<file path="config.mk">
export PLATFORM = sky130hd
export DESIGN_NAME = instr_encoder_loader
export DESIGN_NICKNAME = d
export VERILOG_FILES = /design/src/rtl/instr_encoder_loader.sv
export SDC_FILE = /design/constraint.sdc
export NUM_CORES = 1
export LEC_CHECK = 0
export CAP_MARGIN = 30
export CORE_UTILIZATION = 42
export CTS_CLUSTER_DIAMETER = 120
export DETAILED_ROUTE_END_ITERATION = 6
export PLACE_DENSITY_LB_ADDON = 0.15
export SYNTH_ARGS = -nofsm -noshare
export SYNTH_HDL_FRONTEND = slang
export SYNTH_SLANG_ARGS = --single-unit
</file>
<file path="constraint.sdc">
create_clock -name clk -period 1.9 [get_ports clk]
set_clock_uncertainty 0.2 [all_clocks]
set_input_delay 0.475 -clock clk [delete_from_list [all_inputs] [get_ports clk]]
set_output_delay 0.475 -clock clk [all_outputs]
set_load 0.02 [all_outputs]
</file>
<file path="src/rtl/instr_encoder_loader.sv">
// Encodes decoded operation requests into 32-bit MIPS words and streams them into instruction memory.
// Optional NOP padding after the last word is enabled by defining INSTR_ENCODER_NOP_PAD_EN.
module instr_encoder_loader #(
  parameter int ADDR_W = 8
) (
  input  logic              clk,
  input  logic              rst_n,
  input  logic              start,
  input  logic [ADDR_W-1:0] base_addr,
  input  logic              req_valid,
  output logic              req_ready,
  input  logic [3:0]        req_op,
  input  logic [4:0]        req_rs,
  input  logic [4:0]        req_rt,
  input  logic [4:0]        req_rd,
  input  logic [15:0]       req_imm,
  input  logic              req_last,
  output logic              imem_we,
  output logic [ADDR_W-1:0] imem_addr,
  output logic [31:0]       imem_wdata,
  output logic              busy,
  output logic              done,
  output logic              err,
  output logic [ADDR_W:0]   count
);

`ifdef INSTR_ENCODER_NOP_PAD_EN
  typedef enum logic [2:0] {IDLE, LOAD, PAD, DONE, ERR} state_t;
`else
  typedef enum logic [2:0] {IDLE, LOAD, DONE, ERR} state_t;
`endif

  localparam logic [3:0] OP_ILLEGAL = 4'd15;

  state_t              stateReg, stateNext;
  logic [ADDR_W-1:0]   ptrReg, ptrNext;
  logic [ADDR_W:0]     countReg, countNext;
  logic                errReg, errNext;
  logic                fullReg, fullNext;
  logic                weReg, weNext;
  logic [ADDR_W-1:0]   addrReg, addrNext;
  logic [31:0]         dataReg, dataNext;
  logic                accept;

  function automatic logic [31:0] encodeInstr(
    input logic [3:0]  op,
    input logic [4:0]  rs,
    input logic [4:0]  rt,
    input logic [4:0]  rd,
    input logic [15:0] imm
  );
    logic [5:0] funct;
    logic [5:0] opcode;
    logic       isRType;
    funct   = 6'b000000;
    opcode  = 6'b000000;
    isRType = 1'b1;
    case (op)
      4'd0:    funct = 6'b100000;
      4'd1:    funct = 6'b100010;
      4'd2:    funct = 6'b100100;
      4'd3:    funct = 6'b100101;
      4'd4:    funct = 6'b100110;
      4'd5:    funct = 6'b101010;
      4'd6:    funct = 6'b101001;
      4'd7:    begin isRType = 1'b0; opcode = 6'b100011; end
      4'd8:    begin isRType = 1'b0; opcode = 6'b101011; end
      4'd9:    begin isRType = 1'b0; opcode = 6'b001000; end
      4'd10:   begin isRType = 1'b0; opcode = 6'b001100; end
      4'd11:   begin isRType = 1'b0; opcode = 6'b001101; end
      4'd12:   begin isRType = 1'b0; opcode = 6'b001110; end
      4'd13:   begin isRType = 1'b0; opcode = 6'b001010; end
      4'd14:   begin isRType = 1'b0; opcode = 6'b001001; end
      default: ;
    endcase
    return isRType ? {6'b000000, rs, rt, rd, 5'b00000, funct} : {opcode, rs, rt, imm};
  endfunction

  assign req_ready  = (stateReg == LOAD) && !fullReg;
  assign accept     = req_valid && req_ready;
  assign imem_we    = weReg;
  assign imem_addr  = addrReg;
  assign imem_wdata = dataReg;
  assign err        = errReg;
  assign count      = countReg;
  assign done       = (stateReg == DONE);
`ifdef INSTR_ENCODER_NOP_PAD_EN
  assign busy       = (stateReg == LOAD) || (stateReg == PAD) || (stateReg == DONE);
`else
  assign busy       = (stateReg == LOAD) || (stateReg == DONE);
`endif

  always_ff @(posedge clk or negedge rst_n) begin
    if (!rst_n) begin
      stateReg <= IDLE;
      ptrReg   <= '0;
      countReg <= '0;
      errReg   <= 1'b0;
      fullReg  <= 1'b0;
      weReg    <= 1'b0;
      addrReg  <= '0;
      dataReg  <= '0;
    end else begin
      stateReg <= stateNext;
      ptrReg   <= ptrNext;
      countReg <= countNext;
      errReg   <= errNext;
      fullReg  <= fullNext;
      weReg    <= weNext;
      addrReg  <= addrNext;
      dataReg  <= dataNext;
    end
  end

  always_comb begin
    stateNext = stateReg;
    ptrNext   = ptrReg;
    countNext = countReg;
    errNext   = errReg;
    fullNext  = fullReg;
    weNext    = 1'b0;
    addrNext  = addrReg;
    dataNext  = dataReg;
    case (stateReg)
      LOAD: begin
        // The top word was written last cycle and the session did not end: no wrap-around.
        if (fullReg) begin
          stateNext = ERR;
          errNext   = 1'b1;
        end else if (accept) begin
          if (req_op == OP_ILLEGAL) begin
            stateNext = ERR;
            errNext   = 1'b1;
          end else begin
            weNext    = 1'b1;
            addrNext  = ptrReg;
            dataNext  = encodeInstr(req_op, req_rs, req_rt, req_rd, req_imm);
            ptrNext   = ptrReg + ADDR_W'(1);
            countNext = countReg + (ADDR_W+1)'(1);
            if (&ptrReg) fullNext = 1'b1;
            if (req_last) begin
`ifdef INSTR_ENCODER_NOP_PAD_EN
              stateNext = PAD;
`else
              stateNext = DONE;
`endif
            end
          end
        end
      end
`ifdef INSTR_ENCODER_NOP_PAD_EN
      PAD: begin
        if (fullReg) begin
          stateNext = ERR;
          errNext   = 1'b1;
        end else begin
          weNext    = 1'b1;
          addrNext  = ptrReg;
          dataNext  = 32'h0000_0000;
          ptrNext   = ptrReg + ADDR_W'(1);
          countNext = countReg + (ADDR_W+1)'(1);
          stateNext = DONE;
        end
      end
`endif
      IDLE, DONE, ERR: begin
        if (stateReg == DONE) stateNext = IDLE;
        if (start) begin
          ptrNext   = base_addr;
          countNext = '0;
          errNext   = 1'b0;
          fullNext  = 1'b0;
          stateNext = LOAD;
        end
      end
      default: stateNext = IDLE;
    endcase
  end

endmodule

</file>
Word-level counts from Yosys, hierarchy flattened
Cells that the tools add are included.
- output and inout bits: 54
- input bits: 48
- register bits after elaboration: 63
- bitwise logic cells: 2
- equal/unequal tests: 26
- mux-type cells: 39
- reductions and logical operators: 15
- $add $sub $neg: 2
- operators with widths (kind ; count):
    6-bit one-hot mux with 8 select lines ; 1
    6-bit one-hot mux with 7 select lines ; 1
    9-bit two-way mux ; 4
    4-bit equality test, second input constant ; 8
    32-bit two-way mux ; 1
    8-bit two-way mux ; 4
    3-bit two-way mux ; 6
    9-bit one-hot mux with 2 select lines ; 1
    1-bit two-way mux ; 17
    4-bit by 3-bit equality test with 1-bit output, second input constant ; 4
    8-bit one-hot mux with 2 select lines ; 1
    9-bit by 1-bit adder with 9-bit output, second input constant ; 1
    8-bit by 1-bit adder with 8-bit output, second input constant ; 1
    4-bit by 2-bit equality test with 1-bit output, second input constant ; 2
    2-bit inequality test, second input constant ; 4
    4-bit AND reduction ; 2
    8-bit AND reduction ; 1
    8-bit OR reduction ; 1
    3-bit by 2-bit equality test with 1-bit output, second input constant ; 2
    3-bit inequality test, second input constant ; 2
    3-bit one-hot mux with 2 select lines ; 1
    5-bit AND reduction ; 1
    4-bit by 1-bit equality test with 1-bit output, second input constant ; 1
    4-bit zero test ; 1
    other kinds (13) ; 16

Longest topological paths before layout
Gate-level depths: netlist (run 1).
- depth after elaboration: 8
- mapped depth: 10

Worst setup path before layout (run 1)
No wires, ideal clock.
- path kind: register -> register
- start: reg stateReg[1]
- end: reg dataReg[10] (netlist: imem_wdata[10])
- stages on the path, launching flop included: 9
- setup time: 0.121 ns
- data arrival time: 1.597 ns
- required time: 1.579 ns
- buffers on the path: 2
- period minus slack after synthesis: 1.918 ns
- slack: -0.018 ns
- path through: dfrtp_1 -> inv_1 -> ha_1 -> buf_2 -> nand2b_1 -> inv_2 -> nand3_2 -> clkbuf_1 -> a22o_1
- cells in the longest elaborated chain, start to end: 4
- ends and longest elaborated chain (element ; RTL line ; RTL):
    from (decl) ; 35 ; state_t stateReg, stateNext;
    from (signal assigned) ; 104 ; stateReg <= stateNext;
    3-bit by 1-bit equality test with 1-bit output ; 79 ; assign req_ready = (stateReg == LOAD) && !fullReg;
    1-bit logical AND ; 79 ;
    net req_ready ; 11 ; output logic req_ready,
    1-bit logical AND ; 80 ; assign accept = req_valid && req_ready;
    4-bit AND reduction (no line) ; n/a ;
    to (signal assigned) ; 111 ; dataReg <= dataNext;
    to (decl) ; 42 ; logic [31:0] dataReg, dataNext;
The timed path passes the listed nets, and every way through them passes these cells.
A chain may end at the register's enable or synchronous reset.

Worst setup path in the final report (run 1)
- start: reg stateReg[0]
- end: reg countReg[3] (netlist: count[3])
- cells in the longest elaborated chain, start to end: 5
- ends and longest elaborated chain (element ; RTL line ; RTL):
    3-bit by 1-bit equality test with 1-bit output ; 79, 124 ;
    1-bit logical AND ; 79 ;
    1-bit logical AND ; 80 ;
    2-bit inequality test (no line) ; n/a ;
    5-bit AND reduction (no line) ; n/a ;
    to (signal assigned) ; 106 ; countReg <= countNext;
    to (decl) ; 37 ; logic [ADDR_W:0] countReg, countNext;
Parallel ways exist; a longest one is shown, timed or not.

==> results.rst, run 1 <==
.. list-table::
   :header-rows: 1

   * - Metric
     - Value
   * - Starting utilization of the core area
     - 0.436
   * - Synth area leaders
     - sky130_fd_sc_hd__dfrtp_1, sky130_fd_sc_hd__nand2_1, sky130_fd_sc_hd__mux2i_1
   * - Number of max-cap violations
     - 0
   * - Proportion of synthesized chip area in sequential cells
     - 0.482
   * - Storage element area
     - 1530 µm²
   * - Final-report max-slew violation count
     - 0
   * - Post-placement setup slack
     - -0.452 ns
   * - Avg WL per Cell
     - 15.2 µm
   * - Routed wire length
     - 9040 µm
   * - Floorplan core area
     - 7250 µm²
   * - Required arrival time at the worst endpoint
     - 1.97 ns
   * - Half-perimeter wire length after detailed placement
     - 5710 µm
   * - CP arrival
     - 2.12 ns
   * - Total vias in the final route
     - 3,118
   * - Iter 0 DRT Violations
     - 149
   * - Outcome
     - complete, but fails checks
   * - First-pass DRT Iterations
     - 4
   * - Warning count from the yosys run
     - 0
   * - Average via count per standard cell
     - 5.26
   * - Count of final setup violators
     - 13
   * - Gate Count Post-Synth
     - 341
   * - Share of the synthesized area in the top cell type
     - 0.482
   * - EDFF count, synth
     - 0
   * - Element type at the critical path end
     - register
   * - Remaining antenna violation count after routing
     - 0
   * - Violations in the final reports
     - setup timing
   * - Dominant cell by count in the synthesized netlist
     - sky130_fd_sc_hd__nand2_1
   * - Average instance area after synthesis
     - 9.28 µm²
   * - Total clock sinks
     - 61
   * - Leading register cell type out of synthesis
     - sky130_fd_sc_hd__dfrtp_1
   * - Post-route worst setup slack
     - -0.150 ns
   * - Floorplan die width
     - 88.8 µm
   * - Asr flop ratio synth
     - 1.00
   * - Post-synth top area cell
     - sky130_fd_sc_hd__dfrtp_1
   * - Most numerous cell types in the synthesized netlist
     - sky130_fd_sc_hd__nand2_1, sky130_fd_sc_hd__dfrtp_1, sky130_fd_sc_hd__a21oi_1, sky130_fd_sc_hd__o21ai_0, sky130_fd_sc_hd__mux2i_1
   * - Flip-flop and latch count after synthesis
     - 61
   * - Total clock buffers created by CTS
     - 9
   * - H-tree depth reported by CTS
     - 3
   * - Largest stage delay on the critical path
     - 0.48 ns
   * - Class of the tightest hold or removal check
     - register to register
   * - Sequence of cells on the critical path
     - buf_6, buf_6, ha_4, mux2i_4, buf_6, or4_4, a21oi_2
   * - Final worst path period need
     - 2.05 ns
   * - Height of the chip
     - 88.8 µm
   * - Number of buffers added on ports
     - 100
   * - Area of the die
     - 7890 µm²
   * - Initial antenna violation count
     - 0
   * - Overall Power
     - 7.49 mW
   * - Site row count
     - 31
   * - CP most frequent cell
     - sky130_fd_sc_hd__buf_6
   * - Final period utilization
     - 1.08
   * - Drc violations
     - 0
   * - Slowest cell on the critical path
     - sky130_fd_sc_hd__or4_4
   * - Vias in the first global route
     - 2,891
   * - FILL cells
     - 541
   * - First-pass GRT wire length
     - 13,800 µm
   * - Crit-path max FO
     - 5
   * - Synth unique cells
     - 57
   * - Ratio of cells with drive above 1 in the final layout
     - 0.275
   * - Kind of cell with the highest combined delay on the critical path
     - simple AND/OR/NAND/NOR gates
   * - Bufs on Longest Clock Path
     - 2
   * - CTS tree
     - done
   * - Number of nets produced by synthesis
     - 394
   * - Tot GR Track Use
     - 0.234
   * - Clock latency on the worst-skew pair
     - 0.35 ns
   * - Hold Vio Cnt, Final
     - 0
   * - Total congestion overflow after global routing
     - 0
   * - Setup repair after global routing missed its margin
     - yes
   * - Clock transition at the register clock pins on the worst setup and hold paths after CTS
     - 0.07 ns
   * - Number of I/O pins
     - 102
   * - P&R area growth vs syn
     - 63.8%
   * - Largest net degree at the start of global routing
     - 62
   * - Power Density
     - 1450 nW/µm²
   * - Final net count
     - 543
   * - Antenna diode instance count
     - 0
   * - Max Fclk
     - 0.488 GHz
   * - Kind of start point of the critical path
     - register
   * - Placer Congestion
     - 0.865
   * - Area taken by multi-input logic gates
     - 1780 µm²
   * - Summed instance area of the synthesized netlist
     - 3170 µm²
   * - Crit path buf inv count
     - 3
   * - Leak
     - 2.45 nW
   * - Root Buffer
     - sky130_fd_sc_hd__clkbuf_8
   * - Critical path type
     - register to register
   * - Worst VDD drop
     - 0.00107 V
-- cell usage in the layout, fill, tap and decap left out, types with 3 or more instances in the layout --
master / n
sky130_fd_sc_hd__a211oi_2: 4
sky130_fd_sc_hd__buf_12: 5
sky130_fd_sc_hd__inv_2: 4
sky130_fd_sc_hd__buf_4: 40
sky130_fd_sc_hd__and4_1: 3
sky130_fd_sc_hd__nand2b_1: 4
sky130_fd_sc_hd__mux2i_1: 10
sky130_fd_sc_hd__nand2_1: 83
sky130_fd_sc_hd__dlygate4sd2_1: 55
sky130_fd_sc_hd__buf_6: 13
sky130_fd_sc_hd__nand3_2: 4
sky130_fd_sc_hd__o21ai_1: 6
sky130_fd_sc_hd__inv_4: 4
sky130_fd_sc_hd__o22ai_2: 4
sky130_fd_sc_hd__ha_4: 3
sky130_fd_sc_hd__clkbuf_8: 11
sky130_fd_sc_hd__inv_1: 3
sky130_fd_sc_hd__o31ai_1: 4
sky130_fd_sc_hd__o21ai_0: 14
sky130_fd_sc_hd__a31oi_1: 3
sky130_fd_sc_hd__a211oi_1: 3
sky130_fd_sc_hd__dfrtp_1: 60
sky130_fd_sc_hd__nand3_1: 7
sky130_fd_sc_hd__a22o_1: 6
sky130_fd_sc_hd__or4_4: 3
sky130_fd_sc_hd__a21oi_1: 15
sky130_fd_sc_hd__nand4_1: 6
sky130_fd_sc_hd__a21oi_2: 6
sky130_fd_sc_hd__nor2_1: 8
sky130_fd_sc_hd__and3_1: 4
sky130_fd_sc_hd__clkdlybuf4s50_1: 41
-- sequential cells by signal, indices dropped and copies added, names as in the netlist --
signal and flops:
ptrReg 8, stateReg 2, fullReg 1, err 1
imem_wdata 31, imem_addr 8, count 9, imem_we 1
-- what timing repair did --
| action | 4_1_cts | 5_1_grt |
|---|---|---|
| buffers inserted | 6 | 3 |
| gates cloned | 3 | 0 |
| endpoints found under the setup margin | 76 | 63 |
| endpoints found under the hold margin | 61 | 0 |
| pin swaps | 20 | 12 |
| gates resized for setup | 95 | 59 |
| hold buffers | 1 | 0 |
-- per-layer routing --
metal  up-vias  global-route usage  share of wire
li1       1518                   -              -
met1      1463               0.313           0.45
met2       119               0.362           0.47
met3        18              0.0457          0.066
met4         0               0.116          0.017
met5         -                   0              0
-- where the power goes --
group          total (mW)  internal (mW)  switching, mW
Combinational        4.17           1.94           2.22
Sequential           2.13           1.80          0.339
Clock                1.19          0.665          0.528
Total                7.49           4.40           3.09
-- layout make-up --
cell class              instances  area share
clock inverters                 4     0.00917
multi-input cells             249       0.343
flip-flops and latches         61       0.295
inverters                      11     0.00990
clock buffers                  11      0.0292
repair buffers                158       0.290
well taps                      99      0.0239
-- path summary, 6_finish.rpt --
check	end	depth (start not counted)	start	slack (ns)
setup / recovery	count[3]$_DFFE_PN0P_	7	stateReg[0]$_DFFE_PN0P_	-0.15
hold / removal	imem_wdata[28]$_DFFE_PN0P_	2	imem_wdata[28]$_DFFE_PN0P_	0.26
setup reg to reg	count[3]$_DFFE_PN0P_	7	stateReg[0]$_DFFE_PN0P_	-0.15
hold reg to reg	imem_wdata[28]$_DFFE_PN0P_	2	imem_wdata[28]$_DFFE_PN0P_	0.26
max in group asynchronous	count[1]$_DFFE_PN0P_	3	rst_n	0.75
min in group asynchronous	imem_wdata[16]$_DFFE_PN0P_	3	rst_n	0.47
-- logic make-up after synthesis --
| logic type | synth area share |
|---|---|
| DFF | 0.482 |
| and+or+nand+nor | 0.217 |
| other | 0.00118 |
| buffers and inverters | 0.0506 |
| AOI/OAI and AO/OA | 0.176 |
| adders and majority gates | 0.0229 |
| muxes | 0.0383 |
| xor gates and xnor gates | 0.0115 |
-- worst min-delay path: stages, from the launching register on --
cell,delay (ns)
sky130_fd_sc_hd__dfrtp_1,0.34
sky130_fd_sc_hd__nand2_1,0.05
sky130_fd_sc_hd__nand2_1,0.04
-- stage by stage --
step | instance area, µm² | hold slack (ns) | cells | utilization | setup TNS, ns
2_1_floorplan | 3170 | -0.0206 | 341 | - | 0
3_3_place_gp | 4570 | 0.252 | 565 | 0.631 | -19.72
3_5_place_dp | 4570 | 0.256 | 565 | 0.631 | -21.85
4_1_cts | 4920 | 0.267 | 590 | 0.678 | -0.468
5_1_grt | 5180 | 0.287 | 593 | 0.715 | -1.57
6_report | 5180 | 0.258 | 593 | 0.715 | -0.866
Note: power is estimated with default switching activity, not from simulation.
==> inputs of run 2 (changes only) <==
--- a/config.mk
+++ b/config.mk
@@ -5,10 +5,12 @@
 export SDC_FILE = /design/constraint.sdc
 export NUM_CORES = 1
 export LEC_CHECK = 0
+export ABC_CLOCK_PERIOD_IN_PS = 1900
 export CAP_MARGIN = 30
 export CORE_UTILIZATION = 42
 export CTS_CLUSTER_DIAMETER = 120
 export DETAILED_ROUTE_END_ITERATION = 6
+export MAX_ROUTING_LAYER = met4
 export PLACE_DENSITY_LB_ADDON = 0.15
 export SYNTH_ARGS = -nofsm -noshare
 export SYNTH_HDL_FRONTEND = slang
==> run 2 against run 1 <==
Compared with the run above: the flow still finishes with violations (setup timing); power fell by 2.9%; utilization is 0.93 points lower; first-iteration DRC count up 19%; critical path type unchanged; largest power group unchanged.
==> results.rst, run 2 (synthesis results as in run 1) <==
.. list-table::
   :header-rows: 1

   * - Metric
     - Value
   * - Floorplan die width
     - 88.8 µm (unchanged)
   * - Final worst path period need
     - 2.03 ns (-0.0186 ns)
   * - Crit-path max FO
     - 5 (unchanged)
   * - Area post-placement
     - 4580 µm² (+0.16%)
   * - Total congestion overflow after global routing
     - 0 (unchanged)
   * - Power Density
     - 1420 nW/µm² (-1.6%)
   * - Most common library cell in the layout ignoring fill and taps
     - sky130_fd_sc_hd__nand2_1
   * - Element type at the critical path end
     - register
   * - Slack of the worst reg-to-reg path
     - -0.13 ns (+0.02 ns)
   * - Max reg flops
     - 31 (unchanged)
   * - Met3 routed WL
     - 545 µm (-9.3%)
   * - Startpoint of the most critical register-to-register path
     - stateReg[0]$_DFFE_PN0P_
   * - Area of the die
     - 7890 µm² (unchanged)
   * - Final period utilization
     - 1.07 (-0.00979)
   * - Half-perimeter wire length after detailed placement
     - 5820 µm (+1.9%)
   * - FILL cells
     - 575 (+6.3%)
   * - Wire length on met1
     - 4070 µm (+1.1%)
   * - Number of cells on the worst hold path
     - 2 (unchanged)
   * - Post-route worst setup slack
     - -0.131 ns (+0.0186 ns)
   * - Final net count
     - 547 (+0.74%)
   * - H-tree depth reported by CTS
     - 3 (unchanged)
   * - Worst Hold Margin
     - 0.264 ns (+0.00616 ns)
   * - CP arrival
     - 2.08 ns (-0.04 ns)
   * - Number of buffers added on ports
     - 100 (unchanged)
   * - Final-report max-slew violation count
     - 0 (unchanged)
   * - Clock transition at the register clock pins on the worst setup and hold paths after CTS
     - 0.07 ns (about the same)
   * - Largest net degree at the start of global routing
     - 62 (unchanged)
   * - Placer Congestion
     - 0.867 (+0.17%)
   * - Root Buffer
     - sky130_fd_sc_hd__clkbuf_8
   * - Highest routed metal layer
     - met4
   * - Avg WL per Cell
     - 15.7 µm (+2.7%)
   * - Site row count
     - 31 (unchanged)
   * - Post-layout util
     - 0.705 (-0.00931)
   * - Starting utilization of the core area
     - 0.436 (unchanged)
   * - Clock latency on the worst-skew pair
     - 0.34 ns (about the same)
   * - Final std cells w/o fill
     - 597 (+0.67%)
   * - End of the worst register-to-register path
     - ptrReg[7]$_DFFE_PN0P_
   * - Initial antenna violation count
     - 0 (unchanged)
   * - Overall Power
     - 7.28 mW (-2.9%)
   * - Kind of start point of the critical path
     - register
   * - Drc violations
     - 0 (unchanged)
   * - Setup repair after global routing missed its margin
     - yes
   * - First-pass GRT wire length
     - 14,000 µm (+1.4%)
   * - Hold Vio Cnt, Final
     - 0 (unchanged)
   * - Leak
     - 2.44 nW (-0.26%)
   * - Sum Neg Setup Slack
     - -0.828 ns (+0.0382 ns)
   * - P&R area growth vs syn
     - 61.6%
   * - Height of the chip
     - 88.8 µm (unchanged)
   * - Routed wire length
     - 9350 µm (+3.4%)
   * - Average via count per standard cell
     - 5.32 (+1.2%)
   * - Required arrival time at the worst endpoint
     - 1.95 ns (-0.02 ns)
   * - Cell area after layout
     - 5120 µm² (-1.3%)
   * - Worst Reg-to-Reg Cells
     - 9 (+2)
   * - Total clock sinks
     - 61 (unchanged)
   * - First-pass DRT Iterations
     - 4 (unchanged)
   * - Count of final setup violators
     - 15 (+2)
   * - CTS tree
     - done
   * - Number of I/O pins
     - 102 (unchanged)
   * - Number of instances in the placed design
     - 566 (+0.18%)
   * - Hold_sp
     - imem_wdata[31]$_DFFE_PN0P_
   * - Outcome
     - complete, but fails checks
   * - Violations in the final reports
     - setup timing
   * - Remaining antenna violation count after routing
     - 0 (unchanged)
   * - Class of the tightest hold or removal check
     - register to register
   * - Floorplan core area
     - 7250 µm² (unchanged)
   * - Max Fclk
     - 0.492 GHz (+0.92%)
   * - Number of max-cap violations
     - 0 (unchanged)
   * - Destination of the worst hold path
     - imem_wdata[31]$_DFFE_PN0P_
   * - Most frequent cells in the layout
     - sky130_fd_sc_hd__nand2_1, sky130_fd_sc_hd__dfrtp_1, sky130_fd_sc_hd__dlygate4sd2_1, sky130_fd_sc_hd__buf_4, sky130_fd_sc_hd__clkdlybuf4s50_1
   * - Iter 0 DRT Violations
     - 177 (+19%)
   * - Vias in the first global route
     - 2,892 (+0.035%)
   * - Antenna diode instance count
     - 0 (unchanged)
   * - Tot GR Track Use
     - 0.244 (+0.0105)
   * - Total clock buffers created by CTS
     - 9 (unchanged)
   * - Post-placement setup slack
     - -0.446 ns (+0.00675 ns)
   * - Met2 WL
     - 4570 µm (+7.4%)
   * - Critical path type
     - register to register
   * - Ratio of cells with drive above 1 in the final layout
     - 0.253 (-0.0223)
   * - Total vias in the final route
     - 3,177 (+1.9%)
   * - Bufs on Longest Clock Path
     - 2 (unchanged)
   * - Worst VDD drop
     - 0.00110 V (+3.4%)
-- run 2: layout make-up --
type                    instances  area [µm²]  area share
clock buffers                  11         141      0.0276
repair buffers                162        1530       0.299
multi-input cells             249        1720       0.336
well taps                      99         124      0.0242
flip-flops and latches         61        1530       0.298
inverters                      11        48.8     0.00954
clock inverters                 4        25.0     0.00489
-- run 2: how the worst max path moves through the flow --
stage | from | end | slack, ns | cells past startpoint
floorplan | stateReg[1]$_DFFE_PN0P_ | imem_wdata[10]$_DFFE_PN0P_ | 0.01 | 8
global placement | req_op[2] | ptrReg[7]$_DFFE_PN0P_ | -0.40 | 5
detailed placement | req_op[2] | count[1]$_DFFE_PN0P_ | -0.45 | 5
CTS | stateReg[0]$_DFFE_PN0P_ | count[7]$_DFFE_PN0P_ | -0.12 | 7
global route | stateReg[0]$_DFFE_PN0P_ | ptrReg[7]$_DFFE_PN0P_ | -0.17 | 9
finish | stateReg[0]$_DFFE_PN0P_ | ptrReg[7]$_DFFE_PN0P_ | -0.13 | 9
-- run 2: what timing repair did --
item,4_1_cts,5_1_grt
gates resized for setup,102,37
hold endpoints to repair,61,0
pin swaps,13,11
buffers inserted,8,3
hold buffers,1,0
endpoints found under the setup margin,79,61
cloned,2,2
-- run 2: report_power, final --
group / switching (mW) / total (mW) / internal [mW]
registers: 0.343 / 2.14 / 1.80
clock network: 0.510 / 1.01 / 0.497
logic: 2.22 / 4.13 / 1.91
-- run 2: metal layers --
metal  vias up  global-route usage
met5         -                   -
met4         0              0.0953
met3        15              0.0354
met2       114               0.379
met1      1525               0.323
li1       1523                   -
-- run 2: worst max-delay path, stage by stage (launching register included) --
cell and delay (ns):
sky130_fd_sc_hd__dfrtp_1 0.40, sky130_fd_sc_hd__buf_6 0.13, sky130_fd_sc_hd__buf_6 0.11, sky130_fd_sc_hd__ha_4 0.16, sky130_fd_sc_hd__buf_6 0.13, sky130_fd_sc_hd__mux2_4 0.35, sky130_fd_sc_hd__buf_6 0.14, sky130_fd_sc_hd__nand4_1 0.07
sky130_fd_sc_hd__o21bai_1 0.06, sky130_fd_sc_hd__a22oi_1 0.17
==> inputs of run 3 (changes only) <==
--- a/config.mk
+++ b/config.mk
@@ -11,7 +11,7 @@
 export CTS_CLUSTER_DIAMETER = 120
 export DETAILED_ROUTE_END_ITERATION = 6
 export MAX_ROUTING_LAYER = met4
-export PLACE_DENSITY_LB_ADDON = 0.15
+export PLACE_DENSITY = 0.77
 export SYNTH_ARGS = -nofsm -noshare
 export SYNTH_HDL_FRONTEND = slang
 export SYNTH_SLANG_ARGS = --single-unit
==> run 3 against run 2 <==
Compared with the run above: the flow still finishes with violations (setup timing); global-route usage decreased by 0.90 points; sequential power about the same; register-to-register slack improved by 0.07 ns; clock-buffer cell count increased by 1; critical path depth decreased by 3; setup slack improved by 0.073 ns; first-iteration DRC count increased by 28%; die area unchanged; non-clock buffer count unchanged; clock power increased by 14%; sequential share of layout area increased by 0.86 points; critical path type unchanged; largest cell class unchanged; highest routed layer unchanged.
==> results.rst, run 3 (synthesis results as in run 1) <==
.. list-table::
   :header-rows: 1

   * - Metric
     - Value
   * - Number of I/O pins
     - 102 (unchanged)
   * - First-pass GRT wire length
     - 13,800 µm (-1.5%)
   * - Worst Reg-to-Reg Cells
     - 6 (-3)
   * - Remaining antenna violation count after routing
     - 0 (unchanged)
   * - Number of instances in the placed design
     - 567 (+0.18%)
   * - Crit path buf inv count
     - 2 (-2)
   * - Area of the die
     - 7890 µm² (unchanged)
   * - Final period utilization
     - 1.03 (-0.0386)
   * - Vias in the first global route
     - 2,904 (+0.41%)
   * - P&R area growth vs syn
     - 57.2%
   * - Worst VDD drop
     - 0.00104 V (-5.8%)
   * - Most frequent cells in the layout
     - sky130_fd_sc_hd__nand2_1, sky130_fd_sc_hd__dfrtp_1, sky130_fd_sc_hd__dlygate4sd2_1, sky130_fd_sc_hd__buf_4, sky130_fd_sc_hd__clkdlybuf4s50_1
   * - Routed wire length
     - 8930 µm (-4.5%)
   * - Final std cells w/o fill
     - 597 (unchanged)
   * - Outcome
     - complete, but fails checks
   * - Sequence of cells on the critical path
     - buf_6, ha_4, mux2i_2, buf_4, or4_4, a21oi_2
   * - Leak
     - 2.42 nW (-0.88%)
   * - Bufs on Longest Clock Path
     - 2 (unchanged)
   * - Total vias in the final route
     - 3,108 (-2.2%)
   * - Total congestion overflow after global routing
     - 0 (unchanged)
   * - Floorplan die width
     - 88.8 µm (unchanged)
   * - Avg WL per Cell
     - 15.0 µm (-4.5%)
   * - FILL cells
     - 594 (+3.3%)
   * - Antenna diode instance count
     - 0 (unchanged)
   * - Overall Power
     - 7.13 mW (-2.1%)
   * - Violations in the final reports
     - setup timing
   * - Required arrival time at the worst endpoint
     - 1.97 ns (+0.02 ns)
   * - Destination of the worst hold path
     - imem_wdata[29]$_DFFE_PN0P_
   * - Final-report max-slew violation count
     - 0 (unchanged)
   * - Number of buffers added on ports
     - 100 (unchanged)
   * - Initial antenna violation count
     - 0 (unchanged)
   * - Kind of cell with the highest combined delay on the critical path
     - simple AND/OR/NAND/NOR gates
   * - H-tree depth reported by CTS
     - 3 (unchanged)
   * - Setup repair after global routing missed its margin
     - yes
   * - Ratio of cells with drive above 1 in the final layout
     - 0.233 (-0.0201)
   * - Area taken by multi-input logic gates
     - 1600 µm² (-6.9%)
   * - Site row count
     - 31 (unchanged)
   * - CP arrival
     - 2.03 ns (-0.05 ns)
   * - Total clock buffers created by CTS
     - 9 (unchanged)
   * - Height of the chip
     - 88.8 µm (unchanged)
   * - Clock latency on the worst-skew pair
     - 0.34 ns (about the same)
   * - Count of final setup violators
     - 8 (-7)
   * - Hold_sp
     - imem_wdata[29]$_DFFE_PN0P_
   * - Floorplan core area
     - 7250 µm² (unchanged)
   * - Slowest cell on the critical path
     - sky130_fd_sc_hd__or4_4
   * - Slack of the worst reg-to-reg path
     - -0.06 ns (+0.07 ns)
   * - Total clock sinks
     - 61 (unchanged)
   * - Hold Vio Cnt, Final
     - 0 (unchanged)
   * - Crit-path max FO
     - 6 (+1)
   * - Max reg flops
     - 31 (unchanged)
   * - Final net count
     - 546 (-0.18%)
   * - Final worst path period need
     - 1.96 ns (-0.0733 ns)
   * - Tot GR Track Use
     - 0.235 (-0.00898)
   * - Half-perimeter wire length after detailed placement
     - 6120 µm (+5.2%)
   * - Largest stage delay on the critical path
     - 0.48 ns (+0.08 ns)
   * - Startpoint of the most critical register-to-register path
     - stateReg[0]$_DFFE_PN0P_
   * - Drc violations
     - 0 (unchanged)
   * - Most common library cell in the layout ignoring fill and taps
     - sky130_fd_sc_hd__nand2_1
   * - Kind of start point of the critical path
     - register
   * - First-pass DRT Iterations
     - 4 (unchanged)
   * - Storage element area
     - 1530 µm² (about the same)
   * - Worst setup path startpoint
     - stateReg[0]$_DFFE_PN0P_
   * - Root Buffer
     - sky130_fd_sc_hd__clkbuf_8
   * - Power Density
     - 1430 nW/µm² (+0.68%)
   * - Element type at the critical path end
     - register
   * - Post-route worst setup slack
     - -0.0581 ns (+0.0733 ns)
   * - Average via count per standard cell
     - 5.21 (-2.2%)
   * - Number of max-cap violations
     - 0 (unchanged)
   * - Number of cells on the worst hold path
     - 2 (unchanged)
   * - Max Fclk
     - 0.511 GHz (+3.7%)
   * - End of the worst register-to-register path
     - count[4]$_DFFE_PN0P_
   * - CTS tree
     - done
   * - Class of the tightest hold or removal check
     - register to register
   * - Post-layout util
     - 0.686 (-0.0191)
   * - Placer Congestion
     - 0.843 (-2.7%)
   * - Largest net degree at the start of global routing
     - 62 (unchanged)
   * - Clock transition at the register clock pins on the worst setup and hold paths after CTS
     - 0.07 ns (about the same)
   * - Worst Hold Margin
     - 0.263 ns (-0.000528 ns)
   * - Iter 0 DRT Violations
     - 227 (+28%)
   * - Starting utilization of the core area
     - 0.436 (unchanged)
   * - Critical path type
     - register to register
-- run 3: per-layer routing --
metal,track usage,part of all wire,up-vias
met4,0.0792,0.016,0
met2,0.387,0.50,95
met1,0.296,0.43,1488
li1,-,-,1511
met5,-,0,-
met3,0.0382,0.053,14
-- run 3: stage by stage --
step	setup TNS (ns)	cell area, µm²	setup WS (ns)
2_1_floorplan	0	3170	0.0128
3_3_place_gp	-16.95	4600	-0.439
3_5_place_dp	-19.37	4600	-0.505
4_1_cts	-0.305	4840	-0.0911
5_1_grt	-0.887	4980	-0.109
6_report	-0.267	4980	-0.0581
-- run 3: where the power goes --
group	leakage (nW)	switching (mW)	internal, mW
Clock	0.0964	0.509	0.638
Combinational	1.54	2.05	1.77
Sequential	0.783	0.365	1.80
Total	2.42	2.92	4.20
-- run 3: area by class of cell --
type                    count  share of cell area
clock buffers              12              0.0292
inverters                  11             0.00905
repair buffers            162               0.299
well taps                  99              0.0249
multi-input cells         248               0.322
flip-flops and latches     61               0.307
clock inverters             4             0.00955
-- run 3: repair_timing --
action | 4_1_cts | 5_1_grt
hold buffers | 1 | 0
pin swaps | 6 | 10
gates cloned | 0 | 1
setup buffers | 7 | 6
hold endpoints to repair | 61 | 0
endpoints found under the setup margin | 81 | 40
gates resized for setup | 82 | 26
-- run 3: worst max-delay path by stage --
stage                     slack, ns  depth (start not counted)                         end
after global routing          -0.11                          6        count[8]$_DFFE_PN0P_
after floorplan                0.01                          8  imem_wdata[10]$_DFFE_PN0P_
after detailed placement      -0.51                          7       ptrReg[3]$_DFFE_PN0P_
after global placement        -0.44                          7       ptrReg[2]$_DFFE_PN0P_
after CTS                     -0.09                          7        count[4]$_DFFE_PN0P_
final                         -0.06                          6        count[4]$_DFFE_PN0P_
-- run 3: worst reg2reg max path: cells and delay by family (launching register included) --
| family | cells | cell delay, ns |
|---|---|---|
| simple gates | 1 | 0.48 |
| mux | 1 | 0.15 |
| fa+ha+maj | 1 | 0.17 |
| flops | 1 | 0.45 |
| compound gates | 1 | 0.13 |
| buf+inv | 2 | 0.31 |
